`config.mk`:
```
export PLATFORM = sky130hd
export DESIGN_NAME = voice_allocator
export DESIGN_NICKNAME = d
export VERILOG_FILES = /design/src/rtl/voice_allocator.sv
export SDC_FILE = /design/constraint.sdc
export NUM_CORES = 1
export LEC_CHECK = 0
export CELL_PAD_IN_SITES_DETAIL_PLACEMENT = 1
export CELL_PAD_IN_SITES_GLOBAL_PLACEMENT = 1
export CORE_ASPECT_RATIO = 0.6
export CORE_MARGIN = 3
export CORE_UTILIZATION = 44
export DETAILED_ROUTE_END_ITERATION = 12
export GPL_TIMING_DRIVEN = 0
export PLACE_DENSITY = 0.86
export SYNTH_ARGS = -nofsm -noshare
export SYNTH_HDL_FRONTEND = slang
export SYNTH_SLANG_ARGS = --single-unit
```
`constraint.sdc`:
```
create_clock -name i_clk -period 3.7 [get_ports i_clk]
set_clock_uncertainty 0.2 [all_clocks]
set_input_delay 0.74 -clock i_clk [delete_from_list [all_inputs] [get_ports i_clk]]
set_output_delay 0.74 -clock i_clk [all_outputs]
set_load 0.02 [all_outputs]
```
`src/rtl/voice_allocator.sv`:
```
// Polyphonic voice allocator: scans a slot table one entry per cycle and
// resolves note-on/note-off events into registered voice_controller writes.
module voice_allocator #(
  parameter int unsigned NUM_VOICES = 8,
  parameter int unsigned VIDX_W     = 3,
  parameter int unsigned AGE_W      = 8
) (
  input  logic              i_clk,
  input  logic              i_reset,
  input  logic              i_evt_valid,
  output logic              o_evt_ready,
  input  logic              i_evt_note_on,
  input  logic [6:0]        i_evt_note,
  input  logic [6:0]        i_evt_velocity,
  output logic              o_voice_valid,
  output logic [7:0]        o_voice_index,
  output logic              o_voice_status,
  output logic [6:0]        o_voice_note,
  output logic [6:0]        o_voice_velocity,
  output logic              o_voice_steal,
  output logic [VIDX_W:0]   o_active_count
);

  localparam int unsigned CNT_W = VIDX_W + 1;
  localparam logic [AGE_W-1:0]  AGE_MAX   = '1;
  localparam logic [VIDX_W-1:0] LAST_SLOT = VIDX_W'(NUM_VOICES - 1);

  typedef enum logic [1:0] {IDLE, SCAN, ISSUE} state_t;

  state_t state_q, state_d;

  // Slot table
  logic             slot_active [NUM_VOICES];
  logic [6:0]       slot_note   [NUM_VOICES];
  logic [AGE_W-1:0] slot_age    [NUM_VOICES];

  // Latched event and scan bookkeeping
  logic [VIDX_W-1:0] scan_q, scan_d;
  logic              evt_on_q, evt_on_d;
  logic [6:0]        evt_note_q, evt_note_d;
  logic [6:0]        evt_vel_q, evt_vel_d;
  logic              match_found_q, match_found_d;
  logic [VIDX_W-1:0] match_idx_q, match_idx_d;
  logic              free_found_q, free_found_d;
  logic [VIDX_W-1:0] free_idx_q, free_idx_d;
  logic [VIDX_W-1:0] old_idx_q, old_idx_d;
  logic [AGE_W-1:0]  old_age_q, old_age_d;

  // Table update controls
  logic              do_on, do_off;
  logic [VIDX_W-1:0] tgt_idx;

  // Next values of registered outputs
  logic              ready_d, valid_d, status_d, steal_d;
  logic [VIDX_W-1:0] vidx_q, vidx_d;
  logic [6:0]        note_d, vel_d;
  logic [CNT_W-1:0]  count_d;

  assign o_voice_index = 8'(vidx_q);

  // Next-state, scan bookkeeping and output staging
  always_comb begin
    state_d       = state_q;
    scan_d        = scan_q;
    evt_on_d      = evt_on_q;
    evt_note_d    = evt_note_q;
    evt_vel_d     = evt_vel_q;
    match_found_d = match_found_q;
    match_idx_d   = match_idx_q;
    free_found_d  = free_found_q;
    free_idx_d    = free_idx_q;
    old_idx_d     = old_idx_q;
    old_age_d     = old_age_q;
    do_on         = 1'b0;
    do_off        = 1'b0;
    tgt_idx       = '0;
    valid_d       = 1'b0;
    steal_d       = 1'b0;
    status_d      = o_voice_status;
    vidx_d        = vidx_q;
    note_d        = o_voice_note;
    vel_d         = o_voice_velocity;
    count_d       = o_active_count;

    unique case (state_q)
      IDLE: begin
        if (i_evt_valid && o_evt_ready) begin
          // Zero-velocity note-on is a note-off by MIDI convention
          evt_on_d      = i_evt_note_on && (i_evt_velocity != 7'd0);
          evt_note_d    = i_evt_note;
          evt_vel_d     = i_evt_velocity;
          scan_d        = '0;
          match_found_d = 1'b0;
          free_found_d  = 1'b0;
          old_idx_d     = '0;
          old_age_d     = '0;
          state_d       = SCAN;
        end
      end
      SCAN: begin
        if (slot_active[scan_q] && (slot_note[scan_q] == evt_note_q) && !match_found_q) begin
          match_found_d = 1'b1;
          match_idx_d   = scan_q;
        end
        if (!slot_active[scan_q] && !free_found_q) begin
          free_found_d = 1'b1;
          free_idx_d   = scan_q;
        end
        // Strict compare keeps the lowest index on age ties
        if ((scan_q == '0) || (slot_age[scan_q] > old_age_q)) begin
          old_idx_d = scan_q;
          old_age_d = slot_age[scan_q];
        end
        scan_d = scan_q + VIDX_W'(1);
        if (scan_q == LAST_SLOT) state_d = ISSUE;
      end
      ISSUE: begin
        state_d = IDLE;
        if (evt_on_q) begin
          do_on    = 1'b1;
          tgt_idx  = match_found_q ? match_idx_q : (free_found_q ? free_idx_q : old_idx_q);
          valid_d  = 1'b1;
          steal_d  = !match_found_q && !free_found_q;
          status_d = 1'b1;
          vidx_d   = tgt_idx;
          note_d   = evt_note_q;
          vel_d    = evt_vel_q;
          if (!match_found_q && free_found_q) count_d = o_active_count + CNT_W'(1);
        end else if (match_found_q) begin
          do_off   = 1'b1;
          tgt_idx  = match_idx_q;
          valid_d  = 1'b1;
          status_d = 1'b0;
          vidx_d   = tgt_idx;
          note_d   = evt_note_q;
          vel_d    = 7'd0;
          count_d  = o_active_count - CNT_W'(1);
        end
      end
      default: state_d = IDLE;
    endcase

    ready_d = (state_d == IDLE);
  end

  // State, event latch and registered outputs
  always_ff @(posedge i_clk) begin
    if (i_reset) begin
      state_q          <= IDLE;
      scan_q           <= '0;
      evt_on_q         <= 1'b0;
      evt_note_q       <= '0;
      evt_vel_q        <= '0;
      match_found_q    <= 1'b0;
      match_idx_q      <= '0;
      free_found_q     <= 1'b0;
      free_idx_q       <= '0;
      old_idx_q        <= '0;
      old_age_q        <= '0;
      o_evt_ready      <= 1'b1;
      o_voice_valid    <= 1'b0;
      o_voice_status   <= 1'b0;
      o_voice_note     <= '0;
      o_voice_velocity <= '0;
      o_voice_steal    <= 1'b0;
      o_active_count   <= '0;
      vidx_q           <= '0;
    end else begin
      state_q          <= state_d;
      scan_q           <= scan_d;
      evt_on_q         <= evt_on_d;
      evt_note_q       <= evt_note_d;
      evt_vel_q        <= evt_vel_d;
      match_found_q    <= match_found_d;
      match_idx_q      <= match_idx_d;
      free_found_q     <= free_found_d;
      free_idx_q       <= free_idx_d;
      old_idx_q        <= old_idx_d;
      old_age_q        <= old_age_d;
      o_evt_ready      <= ready_d;
      o_voice_valid    <= valid_d;
      o_voice_status   <= status_d;
      o_voice_note     <= note_d;
      o_voice_velocity <= vel_d;
      o_voice_steal    <= steal_d;
      o_active_count   <= count_d;
      vidx_q           <= vidx_d;
    end
  end

  // Slot table update; note-on ages every other active slot
  always_ff @(posedge i_clk) begin
    for (int i = 0; i < NUM_VOICES; i++) begin
      if (i_reset) begin
        slot_active[i] <= 1'b0;
        slot_note[i]   <= '0;
        slot_age[i]    <= '0;
      end else if (do_on) begin
        if (VIDX_W'(i) == tgt_idx) begin
          slot_active[i] <= 1'b1;
          slot_note[i]   <= evt_note_q;
          slot_age[i]    <= '0;
        end else if (slot_active[i] && (slot_age[i] != AGE_MAX)) begin
          slot_age[i] <= slot_age[i] + AGE_W'(1);
        end
      end else if (do_off && (VIDX_W'(i) == tgt_idx)) begin
        slot_active[i] <= 1'b0;
        slot_age[i]    <= '0;
      end
    end
  end

endmodule

```
==> results_dict.tcl <==
set metrics [dict create \
    grt_usage_pct 24.6 \
    async_flop_share_pct 0 \
    power_frac_comb_pct 9.7 \
    max_stage_delay_ns 0.55 \
    hold_viol_final 0 \
    place_congestion 0.859 \
    fmax_mhz 277 \
    synthCells 844 \
    avgSynthCellArea_um2 11.4 \
    start_util_pct 45.3 \
    pwr-share-seq_pct 50.0 \
    drcViolationCount 0 \
    first_pass_iters 5 \
    dpl.cell_count 1169 \
    synth_seq_cells 195 \
    p_sw_w 0.00121 \
    crit_buf_inv 3 \
    synth_ff_type "edfxtp_1" \
    status "finished, final reports clean" \
    wl_um 28400 \
    hold_class "register to register" \
    worstRegToRegCells 11 \
    antenna_found_initial 0 \
    p_clk_share_pct 40.2 \
    cp.arrival_ns 3.74 \
    row_count 41 \
    yosys.area.top_type "edfxtp_1" \
    crit_end "old_age_q[1]" \
    p_int_w 0.00369 \
    hpwl_um 20200 \
    port-buffer-count 42 \
    drive_above_1_share_pct 12.5 \
    clk_pin_slew_ns 0.08 \
    peakVddDrop_mv 0.365 \
    yosys_warnings 0 \
    grt_overflow 0 \
    routed_via_density 5.94 \
    cts.hold.buffers_added 0 \
    endpoint_kind "register" \
    mappedNetlistArea_mm2 0.00959 \
    drv_slew 0 \
    first_global_vias 7513 \
    yosysSeqAreaShare_pct 54.1 \
    critPathKind "register to register" \
    fill_cells 2256 \
    via_count 7246 \
    p_per_area_mw_per_mm2 434 \
    drt-initial-drc-count 614 \
    coreArea_mm2 0.0212 \
    grt_pass1_wl_um 44200 \
    worst_pin_slew_ns 1.41 \
    nets 968 \
    pre_cts_ws_ns -0.592 \
    worstPathCellList "buf_6 -> buf_12 -> mux4_2 -> mux2_2 -> ha_1 -> a21o_1 -> a221o_1 -> a221oi_4 -> o22ai_4 -> buf_4 -> a32o_1" \
    h-tree-depth 4 \
    power_leakage_nw 3.99 \
    clk_latency_ns 0.45 \
    max_slew_margin_pct 5.28 \
    final_cells 1220 \
    fin_crit_sh_pct 97.4 \
    synth_commonest_cells "edfxtp_1 (128), nor2_1 (101), nand2_1 (80)" \
    crit_family "compound AO/OA/AOI/OAI gates" \
    synth.most_common_cell "edfxtp_1" \
    netlist.area_leader.share_pct 40.1 \
    path_depth 11 \
    die_y_um 120 \
    grt_max_degree 20 \
    setup_viol 0 \
    ff2ff_setup_slack_ns 0.1 \
    synth_area_leaders "edfxtp_1 (40%), dfxtp_1 (14%), mux4_2 (5.6%)" \
    area_growth_pct 17.5 \
    cts_buffers 17 \
    fin_crit_ns 3.60 \
    cts_tree "yes" \
    die_w_um 197 \
    cp_max_fo 7 \
    fin_ws_ns 0.0955 \
    crit_required_ns 3.84 \
    wl_per_cell_um 23.3 \
    ioPinCount 48 \
    synth-edff-count 128 \
    startpoint_type "register" \
    critPathSlowestCell "mux4_2" \
    rr_endpoint "old_age_q[1]" \
    ant_nets 0 \
    cts.sinks 195 \
    die_area_mm2 0.0237 \
    clockRootBuffer "clkbuf_16" \
    diodes 0 \
    switching_share_pct 24.7 \
    clk_path_buf_depth 2 \
    synthDistinctLibCells 57 \
    cap_viol_max_count 0 \
]
==> metrics by stage <==
stage / hold slack (ns) / total power, W / utilization, % / instance area [um^2] / TNS, ns
floorplan: 0.235 / 0.00275 / - / 9620 / 0
global placement: 0.243 / 0.00288 / 49.0 / 10400 / -5.20
detailed placement: 0.250 / 0.00291 / 49.0 / 10400 / -6.38
CTS: 0.256 / 0.00487 / 52.4 / 11100 / 0
global route: 0.284 / 0.00504 / 53.2 / 11300 / -0.0148
finish: 0.257 / 0.00489 / 53.2 / 11300 / 0
==> worst min-delay path: stages (launching register included) <==
cell and delay (ns):
dfxtp_1 0.31, nand2_1 0.05, a21oi_1 0.05
==> layer usage <==
metal / vias to the layer above / wire length (um) / global-route usage, %
li1: 3185 / - / -
met1: 3722 / 12900 / 36.2
met2: 299 / 12700 / 37.1
met3: 40 / 2400 / 5.88
met4: 0 / 383 / 5.65
met5: - / 0 / 0
==> state kept, by name, indices dropped and copies added, names as in the netlist, named ones only <==
register          count
slot_age             64
slot_note            56
old_age_q             8
slot_active           8
evt_note_q            7
evt_vel_q             7
o_voice_note          7
o_voice_velocity      7
o_active_count        4
free_idx_q            3
match_idx_q           3
old_idx_q             3
scan_q                3
vidx_q                3
state_q               2
evt_on_q              1
free_found_q          1
match_found_q         1
o_evt_ready           1
o_voice_status        1
o_voice_steal         1
o_voice_valid         1
==> area by class of cell <==
type,instances,area [um^2],area share (%)
multi-input combinational,589,4200,37.3
clock buffer,24,538,4.78
sequential,195,5190,46.0
tap,279,349,3.10
timing repair buffer,62,574,5.10
inverter,23,86.3,0.766
buffer,40,250,2.22
clock inverter,8,83.8,0.744
==> worst min path at each step <==
stage | startpoint | to | slack [ns] | cells after the start
3_5_place_dp | o_voice_note[5] | o_voice_note[5] | 0.25 | 2
5_1_grt | o_voice_note[5] | o_voice_note[5] | 0.28 | 2
4_1_cts | o_voice_note[5] | o_voice_note[5] | 0.26 | 2
6_report | o_voice_note[5] | o_voice_note[5] | 0.26 | 2
3_3_place_gp | o_voice_note[1] | o_voice_note[1] | 0.24 | 2
2_1_floorplan | match_idx_q[0] | match_idx_q[0] | 0.23 | 2
==> cells by family after synthesis <==
family	count (synthesis)	synth area share, %
flip-flops	195	54.1
AO/OA/AOI/OAI	91	6.20
buffers and inverters	65	3.29
adder cells (fa/ha/maj)	22	2.95
other	1	0.0391
AND/OR/NAND/NOR	347	17.6
XOR/XNOR	59	5.39
multiplexers	64	10.4
==> power by group through the flow <==
stage	Sequential (W)	Combinational (W)	Clock (W)
floorplan	0.00247	0.000278	0
global placement	0.00249	0.000396	0
detailed placement	0.00249	0.000413	0
CTS	0.00245	0.000440	0.00198
global route	0.00246	0.000515	0.00207
finish	0.00245	0.000477	0.00197
==> layout by cell type, fill, tap and decap left out, types with 15 or more instances in the layout <==
cell	synthesis	final
and2_1	58	58
inv_1	23	23
edfxtp_1	128	128
nand3_1	49	49
clkdlybuf4s50_1	0	42
and3_1	21	21
clkbuf_16	0	21
clkbuf_1	21	23
a21oi_1	35	35
buf_4	9	26
ha_1	21	20
mux2i_1	28	27
xnor2_1	15	15
nor2_1	101	100
dfxtp_1	67	66
mux4_2	24	24
nand2_1	80	79
xor2_1	44	44
==> timing repair <==
item                                    in CTS  in global routing
pin swaps                                    3                  2
endpoints found under the setup margin      11                 75
setup buffers                                7                 13
gates cloned                                 1                  0
resized for setup                           10                 10
Power figures use the tool's default switching activity.
